===== src/rtl/apb_pkg.sv =====
// Shared APB definitions: requester FSM states and default bus widths
// common to the master and slave-side modules.
package apb_pkg;

    typedef enum logic [1:0] {
        IDLE   = 2'd0,
        SETUP  = 2'd1,
        ACCESS = 2'd2,
        RESP   = 2'd3
    } apb_state_e;

    localparam int APB_ADDR_WIDTH = 3;
    localparam int APB_DATA_WIDTH = 8;

endpackage


===== src/rtl/apb_timeout_counter.sv =====
// Counts ACCESS cycles spent waiting on pready. The expired flag is
// combinational so the abort lands on the edge ending the Nth wait cycle.
module apb_timeout_counter #(
    parameter int TIMEOUT_CYCLES = 16
) (
    input  logic clk,
    input  logic rst_n,
    input  logic clear,
    input  logic enable,
    output logic expired
);

    localparam int CW_RAW = $clog2(TIMEOUT_CYCLES + 1);
    localparam int CW     = (CW_RAW < 1) ? 1 : CW_RAW;
    localparam logic [CW-1:0] LIMIT = CW'((TIMEOUT_CYCLES > 0) ? TIMEOUT_CYCLES - 1 : 0);
    localparam logic [CW-1:0] MAXV  = CW'(TIMEOUT_CYCLES);

    logic [CW-1:0] count;

    // Wait-cycle counter: cleared at command acceptance, saturates at the limit
    always_ff @(posedge clk) begin
        if (!rst_n) begin
            count <= '0;
        end else if (clear) begin
            count <= '0;
        end else if (enable && (count < MAXV)) begin
            count <= count + 1'b1;
        end
    end

    // This wait cycle would be the Nth one; zero limit disables the abort
    always_comb begin
        expired = (TIMEOUT_CYCLES > 0) && enable && (count == LIMIT);
    end

endmodule


===== src/rtl/apb_master_module.sv =====
// APB requester: one host command at a time, SETUP/ACCESS sequencing with
// wait states and timeout, response returned over a valid/ready channel.
module apb_master_module
    import apb_pkg::*;
#(
    parameter int ADDR_WIDTH     = APB_ADDR_WIDTH,
    parameter int DATA_WIDTH     = APB_DATA_WIDTH,
    parameter int TIMEOUT_CYCLES = 16
) (
    input  logic                  pclk,
    input  logic                  preset_n,
    input  logic                  cmd_valid,
    output logic                  cmd_ready,
    input  logic                  cmd_write,
    input  logic [ADDR_WIDTH-1:0] cmd_addr,
    input  logic [DATA_WIDTH-1:0] cmd_wdata,
    output logic                  rsp_valid,
    input  logic                  rsp_ready,
    output logic [DATA_WIDTH-1:0] rsp_rdata,
    output logic                  rsp_err,
    output logic                  rsp_timeout,
    output logic                  psel_x,
    output logic                  penable,
    output logic                  pwrite,
    output logic [ADDR_WIDTH-1:0] paddr,
    output logic [DATA_WIDTH-1:0] pwdata,
    input  logic [DATA_WIDTH-1:0] prdata,
    input  logic                  pready,
    input  logic                  pslverr
);

    apb_state_e state;
    logic       handshake;
    logic       wait_cycle;
    logic       expired;

    // Command acceptance only in IDLE and never while reset is asserted
    always_comb begin
        cmd_ready  = (state == IDLE) && preset_n;
        handshake  = cmd_valid && cmd_ready;
        wait_cycle = (state == ACCESS) && !pready;
    end

    apb_timeout_counter #(
        .TIMEOUT_CYCLES (TIMEOUT_CYCLES)
    ) u_timeout (
        .clk     (pclk),
        .rst_n   (preset_n),
        .clear   (handshake),
        .enable  (wait_cycle),
        .expired (expired)
    );

    // Transfer FSM with registered bus and response outputs
    always_ff @(posedge pclk) begin
        if (!preset_n) begin
            state       <= IDLE;
            psel_x      <= 1'b0;
            penable     <= 1'b0;
            pwrite      <= 1'b0;
            paddr       <= '0;
            pwdata      <= '0;
            rsp_valid   <= 1'b0;
            rsp_rdata   <= '0;
            rsp_err     <= 1'b0;
            rsp_timeout <= 1'b0;
        end else begin
            case (state)
                IDLE: begin
                    if (handshake) begin
                        paddr   <= cmd_addr;
                        pwrite  <= cmd_write;
                        pwdata  <= cmd_write ? cmd_wdata : '0;
                        psel_x  <= 1'b1;
                        penable <= 1'b0;
                        state   <= SETUP;
                    end
                end
                SETUP: begin
                    penable <= 1'b1;
                    state   <= ACCESS;
                end
                ACCESS: begin
                    if (pready) begin
                        rsp_rdata   <= (!pwrite && !pslverr) ? prdata : '0;
                        rsp_err     <= pslverr;
                        rsp_timeout <= 1'b0;
                        rsp_valid   <= 1'b1;
                        psel_x      <= 1'b0;
                        penable     <= 1'b0;
                        state       <= RESP;
                    end else if (expired) begin
                        rsp_rdata   <= '0;
                        rsp_err     <= 1'b1;
                        rsp_timeout <= 1'b1;
                        rsp_valid   <= 1'b1;
                        psel_x      <= 1'b0;
                        penable     <= 1'b0;
                        state       <= RESP;
                    end
                end
                RESP: begin
                    if (rsp_ready) begin
                        rsp_valid <= 1'b0;
                        state     <= IDLE;
                    end
                end
                default: state <= IDLE;
            endcase
        end
    end

endmodule


===== config.mk =====
export PLATFORM = sky130hd
export DESIGN_NAME = apb_master_module
export DESIGN_NICKNAME = d
export VERILOG_FILES = /design/src/rtl/apb_pkg.sv /design/src/rtl/apb_timeout_counter.sv /design/src/rtl/apb_master_module.sv
export SDC_FILE = /design/constraint.sdc
export NUM_CORES = 1
export LEC_CHECK = 0
export CAP_MARGIN = 20
export CORE_ASPECT_RATIO = 0.5
export CORE_UTILIZATION = 30
export CTS_BUF_LIST = sky130_fd_sc_hd__clkbuf_2
export CTS_CLUSTER_DIAMETER = 100
export DETAILED_ROUTE_END_ITERATION = 12
export DONT_BUFFER_PORTS = 1
export RECOVER_POWER = 100
export SETUP_SLACK_MARGIN = 0.1
export SLEW_MARGIN = 20
export SYNTH_ARGS = -nofsm -noshare
export SYNTH_HDL_FRONTEND = slang
export SYNTH_SLANG_ARGS = --single-unit
export TNS_END_PERCENT = 10

===== constraint.sdc =====
create_clock -name pclk -period 2.7 [get_ports pclk]
set_clock_uncertainty 0.05 [all_clocks]
set_input_delay 0 -clock pclk [delete_from_list [all_inputs] [get_ports pclk]]
set_output_delay 0 -clock pclk [all_outputs]
set_load 0.005 [all_outputs]

==> results of run 1 <==
[state kept, by name, indices dropped and copies added, names as in the netlist]
register / flops
rsp_timeout: 1
pwdata: 8
penable: 1
rsp_rdata: 8
pwrite: 1
rsp_valid: 1
u_timeout.count: 5
psel_x: 1
paddr: 3
state: 2
rsp_err: 1
[cells in the mapped netlist (2+ instances only)]
cell and number:
inv_1 5, a21oi_1 6, o21ai_0 4, and2_1 2, a21boi_0 3, nor2b_1 10
a22o_1 8, nand2_1 13, and3_1 2, nor3_1 2, ha_1 6, nor2_1 4
a22oi_1 8, dfxtp_1 32, or3_1 3, buf_2 2, nand3_1 4, clkbuf_1 5
o221a_2 2
[kinds of logic (layout without fill, tap and decap cells)]
kind of cell	count (synthesis)	after routing	share of synthesized area [%]
xor gates and xnor gates	1	1	0.670
DFF	32	32	49.0
buffers and inverters	13	51	4.21
AOI/OAI and AO/OA	36	36	20.5
muxes	1	1	0.766
adders and majority gates	6	6	5.74
and+or+nand+nor	45	45	19.1
[layout make-up]
class,count,share of cell area [%]
inverter,5,1.06
timing repair buffer,38,21.2
multi-input combinational,89,34.1
sequential,32,36.1
clock buffer,5,1.41
tap,54,3.81
clock inverter,3,2.40
[power groups by stage]
stage | Clock (mW) | Combinational (mW) | Sequential, mW
after floorplan | 0 | 0.221 | 0.579
after global placement | 0 | 0.245 | 0.592
after detailed placement | 0 | 0.253 | 0.591
after CTS | 0.346 | 0.314 | 0.582
after global routing | 0.364 | 0.348 | 0.590
final | 0.335 | 0.309 | 0.581
[layout by cell type (no fill, tap or decap), types with 5 or more instances in the layout]
| cell type | instances |
|---|---|
| a21oi_1 | 6 |
| dlygate4sd3_1 | 36 |
| clkbuf_2 | 5 |
| dfxtp_1 | 32 |
| inv_1 | 5 |
| nor2b_1 | 10 |
| ha_1 | 6 |
| nand2_1 | 13 |
| a22oi_1 | 8 |
| a22o_1 | 8 |
[worst max-delay path, delay by kind of cell (launching register included)]
kind	cells	cell delay, ps
AOI/OAI and AO/OA	1	270
adders and majority gates	2	410
buffers and inverters	1	530
DFF	1	370
and+or+nand+nor	2	660
[per-layer routing]
metal | up-vias | global-route usage, %
met4 | 0 | 7.32
met3 | 9 | 5.03
met2 | 19 | 21.5
met1 | 514 | 15.2
met5 | - | 0
li1 | 548 | -
[worst max path at each step]
stage,depth (start not counted),startpoint,endpoint
6_report,6,u_timeout.count[0]$_SDFFE_PP0P_,rsp_valid$_SDFFE_PN0P_
3_3_place_gp,7,u_timeout.count[0]$_SDFFE_PP0P_,rsp_valid$_SDFFE_PN0P_
3_5_place_dp,5,state[0]$_SDFFE_PN0P_,u_timeout.count[3]$_SDFFE_PP0P_
2_1_floorplan,7,u_timeout.count[0]$_SDFFE_PP0P_,rsp_valid$_SDFFE_PN0P_
5_1_grt,7,state[0]$_SDFFE_PN0P_,rsp_err$_SDFFE_PN0P_
4_1_cts,8,u_timeout.count[0]$_SDFFE_PP0P_,rsp_valid$_SDFFE_PN0P_
[repair_timing]
item                                   4_1_cts  5_1_grt
endpoints found under the hold margin       32        0
setup endpoints to repair                    0        0
setup buffers                                0        0
hold buffers                                36        0
gates resized for setup                      0        0
[stage by stage]
| step | setup WS (ps) | instance area, sq um | utilization [%] |
|---|---|---|---|
| detailed placement | 933 | 1350 | 33.5 |
| global placement | 977 | 1350 | 33.5 |
| finish | 366 | 1770 | 43.9 |
| CTS | 405 | 1780 | 44.1 |
| floorplan | 979 | 1310 | - |
| global route | 187 | 1770 | 43.9 |
==> flow_summary.yaml, run 1 <==
outcome:
  outcome: "completed"
route:
  topRoutingLayerUsed: "met4"
  drtAntennaViolNets: 0
  wl_met3_um: 129
  drt-total-wl_mm: 2.93
  drc: 0
  vias_per_cell: 4.82
  met2_length_mm: 1.39
  wl_per_cell_um: 13.0
  met1_length_mm: 1.34
  drtIter0Drc: 46
  first_pass_iters: 4
  vias: 1090
layout:
  syn_to_final_growth_pct: 35.7
  n_fill_cell: 396
  fin_nets: 203
  drive_gt1_share_pct: 7.56
  multi_input_area_sq_um: 604
  stdcell_count: 226
  diodes: 0
  seq_area_sq_um: 641
synthesis:
  synth_fp_nets: 166
  yosys-top-cells-area: "dfxtp_1, ha_1, a22o_1"
  synth_top_area_share_pct: 49.0
  async_flop_share_pct: 0
  avgSynthCellArea_sq_um: 9.76
  synth_edf_count: 0
  syn_inst: 134
  yosys_warnings: 0
  synth_cell_types: 32
  synth_ff_type: "dfxtp_1"
  netlist_area_sq_mm: 0.00131
  ys_ff_latch: 32
  seq_area_frac_synth_pct: 49.0
  synth_top_area_cell: "dfxtp_1"
sta:
  fin_crit_ps: 2330
  final-hold-violation-count: 0
  rsz0062_at_grt: "no"
  holdWs_ps: 37.8
  setup_viol: 0
  slew_violations: 0
  tightest_slew_ps: 697
  fin_setup_tns_ps: 0
  timing.slew.headroom_pct: 53.4
  fmax_mhz: 428
  post-route-period-util_pct: 86.5
pwr:
  p_leak_nw: 0.665
  comb_power_share_pct: 25.2
  power_density_mw_per_mm2: 690
  switching_power_mw: 0.380
  finalPower_mw: 1.23
  pwr-share-clk_pct: 27.4
  sequentialPowerShare_pct: 47.4
  ir_drop_v: 0.000311
  internal_power_mw: 0.845
  p_sw_share_pct: 31.0
worst_setup_path:
  start_kind: "flip-flop"
  cp.required_ps: 2980
  cp_slowest_cell: "dlygate4sd3_1"
  arrival_ps: 2620
  rr_startpoint: "u_timeout.count[0]$_SDFFE_PP0P_"
  crit_path_frequent_cell: "ha_1"
  critPathCaptureType: "flip-flop"
  cp_slowest_stage_delay_ps: 530
  path_cells: "ha_1 -> and3_1 -> ha_1 -> nor3b_1 -> o221a_2 -> dlygate4sd3_1"
  critPathKind: "flip-flop to flip-flop"
  critPathMaxFanout: 5
  r2r_end: "rsp_valid$_SDFFE_PN0P_"
  r2r_slack_ps: 370
  reg2reg_depth: 6
hold_path:
  worstHoldPathCells: 2
  holdPathEnd: "pwdata[2]$_SDFFE_PN0P_"
  min_from: "cmd_valid"
  hold_path_class: "input port to flip-flop"
placed_design:
  port_buffers: 0
  dpl.hpwl_mm: 1.83
  dp.cells: 182
  place.gp.congestion: 0.670
clock_network:
  cts_tree: "built"
  cts.sinks: 32
  htreeDepth: 2
  clock_path_buffers: 2
  clock_latency_ps: 390
  path_clk_slew_ps: 190
  cts-root-buf: "clkbuf_2"
  cts_inserted_buffers: 5
grt:
  antenna_found_initial: 0
  grt_pass1_vias: 1019
  grt_pass1_wl_mm: 4.66
  groute.usage.overall_pct: 13.4
  grt_max_degree: 23
  overflow: 0
die:
  num_rows: 16
  core_area_sq_mm: 0.00404
  fp.dieH_um: 48.7
  die_w_um: 95.4
  dieArea_sq_mm: 0.00464
  num_io_pins: 52
  initial_core_util_pct: 32.3
run:
  maxCapViolations: 0
(Power assumes the default switching activity.)
==> inputs of run 2 (changes only) <==
--- a/config.mk
+++ b/config.mk
@@ -20,2 +20,2 @@
 export SYNTH_SLANG_ARGS = --single-unit
-export TNS_END_PERCENT = 10
+export TNS_END_PERCENT = 5
==> constraint.sdc (replaced) <==
create_clock -name pclk -period 2.7 [get_ports pclk]
set_clock_uncertainty 0.05 [all_clocks]
set_input_delay 0.135 -clock pclk [delete_from_list [all_inputs] [get_ports pclk]]
set_output_delay 0.135 -clock pclk [all_outputs]
set_load 0.005 [all_outputs]
==> flow_summary.yaml, run 2 (same netlist as run 1, synthesis figures left out) <==
die:
  num_rows: 16
  num_io_pins: 52
  die_w_um: 95.4
  core_area_sq_mm: 0.00404
  fp.dieH_um: 48.7
  dieArea_sq_mm: 0.00464
  initial_core_util_pct: 32.3
route:
  vias_per_cell: 4.81
  first_pass_iters: 4
  wl_per_cell_um: 13.4
  drtAntennaViolNets: 0
  drt-total-wl_mm: 2.89
  drc: 0
  vias: 1039
  drtIter0Drc: 36
pwr:
  internal_power_mw: 0.824
  sequentialPowerShare_pct: 48.3
  p_sw_share_pct: 31.4
  pwr-share-clk_pct: 28.0
  power_density_mw_per_mm2: 719
  comb_power_share_pct: 23.7
  finalPower_mw: 1.20
  switching_power_mw: 0.377
  ir_drop_v: 0.000314
  p_leak_nw: 0.629
worst_setup_path:
  reg2reg_depth: 7
  start_kind: "flip-flop"
  critPathMaxFanout: 11
  arrival_ps: 2240
  cp.required_ps: 2940
  critPathKind: "flip-flop to flip-flop"
  critPathCaptureType: "flip-flop"
clock_network:
  cts_inserted_buffers: 5
  cts_setup_buffers: 0
  cts_tree: "built"
  htreeDepth: 2
  path_clk_slew_ps: 170
  clock_path_buffers: 2
  clock_latency_ps: 380
  cts-root-buf: "clkbuf_2"
  cts.sinks: 32
sta:
  post-route-period-util_pct: 74.2
  fin_setup_tns_ps: 0
  fin_crit_ps: 2000
  tightest_slew_ps: 659
  fmax_mhz: 499
  rsz0062_at_grt: "no"
  final-hold-violation-count: 0
  setup_viol: 0
  setup_slack_ps: 698
  timing.slew.headroom_pct: 55.9
  slew_violations: 0
  holdWs_ps: 37.4
grt:
  overflow: 0
  groute.usage.overall_pct: 13.2
  antenna_found_initial: 0
  grt_pass1_vias: 966
  grt_pass1_wl_mm: 4.53
  grt_max_degree: 22
layout:
  multi_input_area_sq_um: 604
  syn_to_final_growth_pct: 27.8
  drive_gt1_share_pct: 7.41
  seq_area_sq_um: 641
  diodes: 0
  n_fill_cell: 401
  final_util_pct: 41.3
  final_common_cell: "dfxtp_1"
  reg_top3: "pwdata (8), rsp_rdata (8), u_timeout.count (5)"
  fin_area_sq_mm: 0.00167
  layout_common_cells: "dfxtp_1, dlygate4sd3_1, nand2_1"
  stdcell_count: 216
  fin_nets: 193
placed_design:
  place.gp.congestion: 0.670
  port_buffers: 0
  dp.cells: 182
  dpl_cell_area_sq_mm: 0.00135
  pre_cts_slack_ps: 933
  dpl.hpwl_mm: 1.83
outcome:
  outcome: "completed"
hold_path:
  worstHoldPathCells: 3
  hold_path_class: "input port to flip-flop"
run:
  maxCapViolations: 0
==> run 2: final cells by class <==
type                    count  share of cell area [%]
flip-flops and latches     32                    38.4
clock buffers               5                    1.50
multi-input cells          89                    36.2
repair buffers             28                    16.3
inverters                   5                    1.12
clock inverters             3                    2.55
well taps                  54                    4.04
==> run 2: metal layers <==
layer | track usage, % | share of wire, % | vias up
met4 | 7.07 | 1.8 | 0
li1 | - | - | 528
met5 | 0 | 0 | -
met2 | 20.7 | 47 | 17
met3 | 5.03 | 4.3 | 7
met1 | 15.6 | 47 | 487
==> run 2: power by group through the flow <==
stage	registers, mW	clock network, mW	logic, mW
floorplan	0.579	0	0.221
global placement	0.592	0	0.245
detailed placement	0.591	0	0.253
CTS	0.582	0.346	0.291
global route	0.590	0.364	0.322
finish	0.581	0.336	0.284
==> run 2: repair_timing <==
item,CTS,global route
hold endpoints to repair,31,0
hold buffers,26,0
resized for setup,0,0
==> run 2: final timing paths <==
path	from	to	slack, ps
hold reg to reg	rsp_err$_SDFFE_PN0P_	rsp_err$_SDFFE_PN0P_	430
hold / removal	rsp_ready	rsp_valid$_SDFFE_PN0P_	40
setup reg to reg	u_timeout.count[0]$_SDFFE_PP0P_	rsp_valid$_SDFFE_PN0P_	700
setup / recovery	u_timeout.count[0]$_SDFFE_PP0P_	rsp_valid$_SDFFE_PN0P_	700
==> run 2: worst max-delay path, cell delays in order, from the launching register on <==
cell,delay [ps]
dfxtp_1,370
ha_1,210
and3_1,180
ha_1,200
o21ai_0,140
clkbuf_1,410
nor2_1,100
o221a_2,250
==> inputs of run 3 (changes only) <==
- clock period: 2.7 -> 1.7 ns (I/O delays scaled with it)
==> flow_summary.yaml, run 3 (same netlist as run 1, synthesis figures left out) <==
clock_network:
  clock_latency_ps: 370
  cts-root-buf: "clkbuf_2"
  htreeDepth: 2
  cts.sinks: 32
  cts_inserted_buffers: 5
  path_clk_slew_ps: 180
  clock_path_buffers: 2
  cts_tree: "built"
layout:
  syn_to_final_growth_pct: 38.1
  seq_area_sq_um: 644
  reg_top3: "pwdata (8), rsp_rdata (8), u_timeout.count (5)"
  multi_input_area_sq_um: 666
  drive_gt1_share_pct: 19.3
  final_common_cell: "dfxtp_1"
  fin_nets: 202
  diodes: 0
  n_fill_cell: 378
  layout_common_cells: "dfxtp_1, dlygate4sd3_1, nand2_1"
pwr:
  power_density_mw_per_mm2: 1140
  p_sw_share_pct: 31.2
  pwr-share-clk_pct: 25.6
  sequentialPowerShare_pct: 45.4
  p_leak_nw: 0.670
  finalPower_mw: 2.05
  ir_drop_v: 0.000379
  switching_power_mw: 0.641
  comb_power_share_pct: 29.0
  internal_power_mw: 1.41
die:
  core_area_sq_mm: 0.00404
  num_rows: 16
  die_w_um: 95.4
  fp.dieH_um: 48.7
  num_io_pins: 52
  initial_core_util_pct: 32.3
  dieArea_sq_mm: 0.00464
placed_design:
  dpl.hpwl_mm: 1.88
  place.gp.congestion: 0.763
  port_buffers: 0
grt:
  grt_pass1_vias: 1054
  grt_max_degree: 25
  grt_pass1_wl_mm: 4.85
  overflow: 0
  groute.usage.overall_pct: 13.7
  antenna_found_initial: 0
worst_setup_path:
  cp_slowest_stage_delay_ps: 360
  start_kind: "flip-flop"
  path_cells: "ha_2 -> and3_4 -> ha_4 -> nor3b_4 -> nor3_1 -> o221a_2"
  cp.required_ps: 1950
  critPathKind: "flip-flop to flip-flop"
  critPathTopFamily: "simple AND/OR/NAND/NOR gates"
  cp_slowest_cell: "dfxtp_1"
  arrival_ps: 1890
  critPathMaxFanout: 5
  critPathBufInv: 0
  critPathCaptureType: "flip-flop"
sta:
  post-route-period-util_pct: 96.8
  tightest_slew_ps: 569
  slew_violations: 0
  final-hold-violation-count: 0
  timing.slew.headroom_pct: 61.9
  setup_viol: 0
  rsz0062_at_grt: "yes"
  fin_crit_ps: 1650
  fin_setup_tns_ps: 0
  fmax_mhz: 608
route:
  drtIter0Drc: 33
  vias_per_cell: 4.88
  drt-total-wl_mm: 3.08
  vias: 1099
  drc: 0
  first_pass_iters: 4
  wl_per_cell_um: 13.7
  drtAntennaViolNets: 0
outcome:
  outcome: "completed"
run:
  maxCapViolations: 0
hold_path:
  hold_path_class: "input port to flip-flop"
run 3: changes by cell type in the layout (fill, tap and decap cells not counted), moves of 2 or more:
cell     previous run  this run
buf_4               1         8
ha_4                0         2
ha_1                6         3
or3b_4              0         2
dfxtp_2             0         3
dfxtp_1            32        29
run 3: layout make-up:
cell class              count  area share [%]
clock inverters             3            2.36
repair buffers             37            18.9
well taps                  54            3.74
multi-input cells          89            36.9
clock buffers               5            1.39
flip-flops and latches     32            35.7
inverters                   5            1.04
run 3: what timing repair did:
item | CTS | global route
hold endpoints to repair | 31 | 22
gates resized for setup | 10 | 3
hold buffers | 12 | 15
setup endpoints to repair | 8 | 20
pin swaps | 4 | 2
buffers inserted | 4 | 0
run 3: through the flow:
step | util (%) | instances | hold slack (ps) | area, sq um | worst slack (ps)
final | 44.6 | 225 | 6.22 | 1810 | 54.9
after global routing | 44.6 | 225 | -3.22 | 1810 | 9.53
after CTS | 40.7 | 210 | -266 | 1640 | 85.8
after detailed placement | 34.4 | 186 | 165 | 1390 | 4.41
after global placement | 34.4 | 186 | 161 | 1390 | 42.1
after floorplan | - | 134 | 161 | 1320 | 88.3
run 3: worst paths after layout:
kind | from | to | slack, ps | cells past startpoint
min reg2reg | rsp_err$_SDFFE_PN0P_ | rsp_err$_SDFFE_PN0P_ | 440 | 2
max reg2reg | u_timeout.count[0]$_SDFFE_PP0P_ | psel_x$_SDFFE_PN0P_ | 50 | 6
min | cmd_valid | paddr[1]$_SDFFE_PN0P_ | 6 | 4
max | u_timeout.count[0]$_SDFFE_PP0P_ | psel_x$_SDFFE_PN0P_ | 50 | 6
run 3: power by group through the flow:
| stage | combinational (mW) | clock, mW | sequential, mW |
|---|---|---|---|
| after floorplan | 0.366 | 0 | 0.921 |
| after detailed placement | 0.455 | 0 | 0.943 |
| after CTS | 0.546 | 0.547 | 0.928 |
| after global routing | 0.672 | 0.586 | 0.942 |
| after global placement | 0.448 | 0 | 0.944 |
| final | 0.596 | 0.524 | 0.931 |
run 3: tightest hold or removal path, cell delays in order:
cell and delay, ps:
nand2_1 40, clkbuf_1 130, nand2_1 70, a21boi_0 60
run 3: routing by layer:
layer  global-route usage, %  vias up  routed length [um]
met1                    16.1      517                1330
li1                        -      551                   -
met5                       0        -                   0
met2                    22.7       23                1590
met3                    3.62        8                  76
met4                    7.07        0                  82
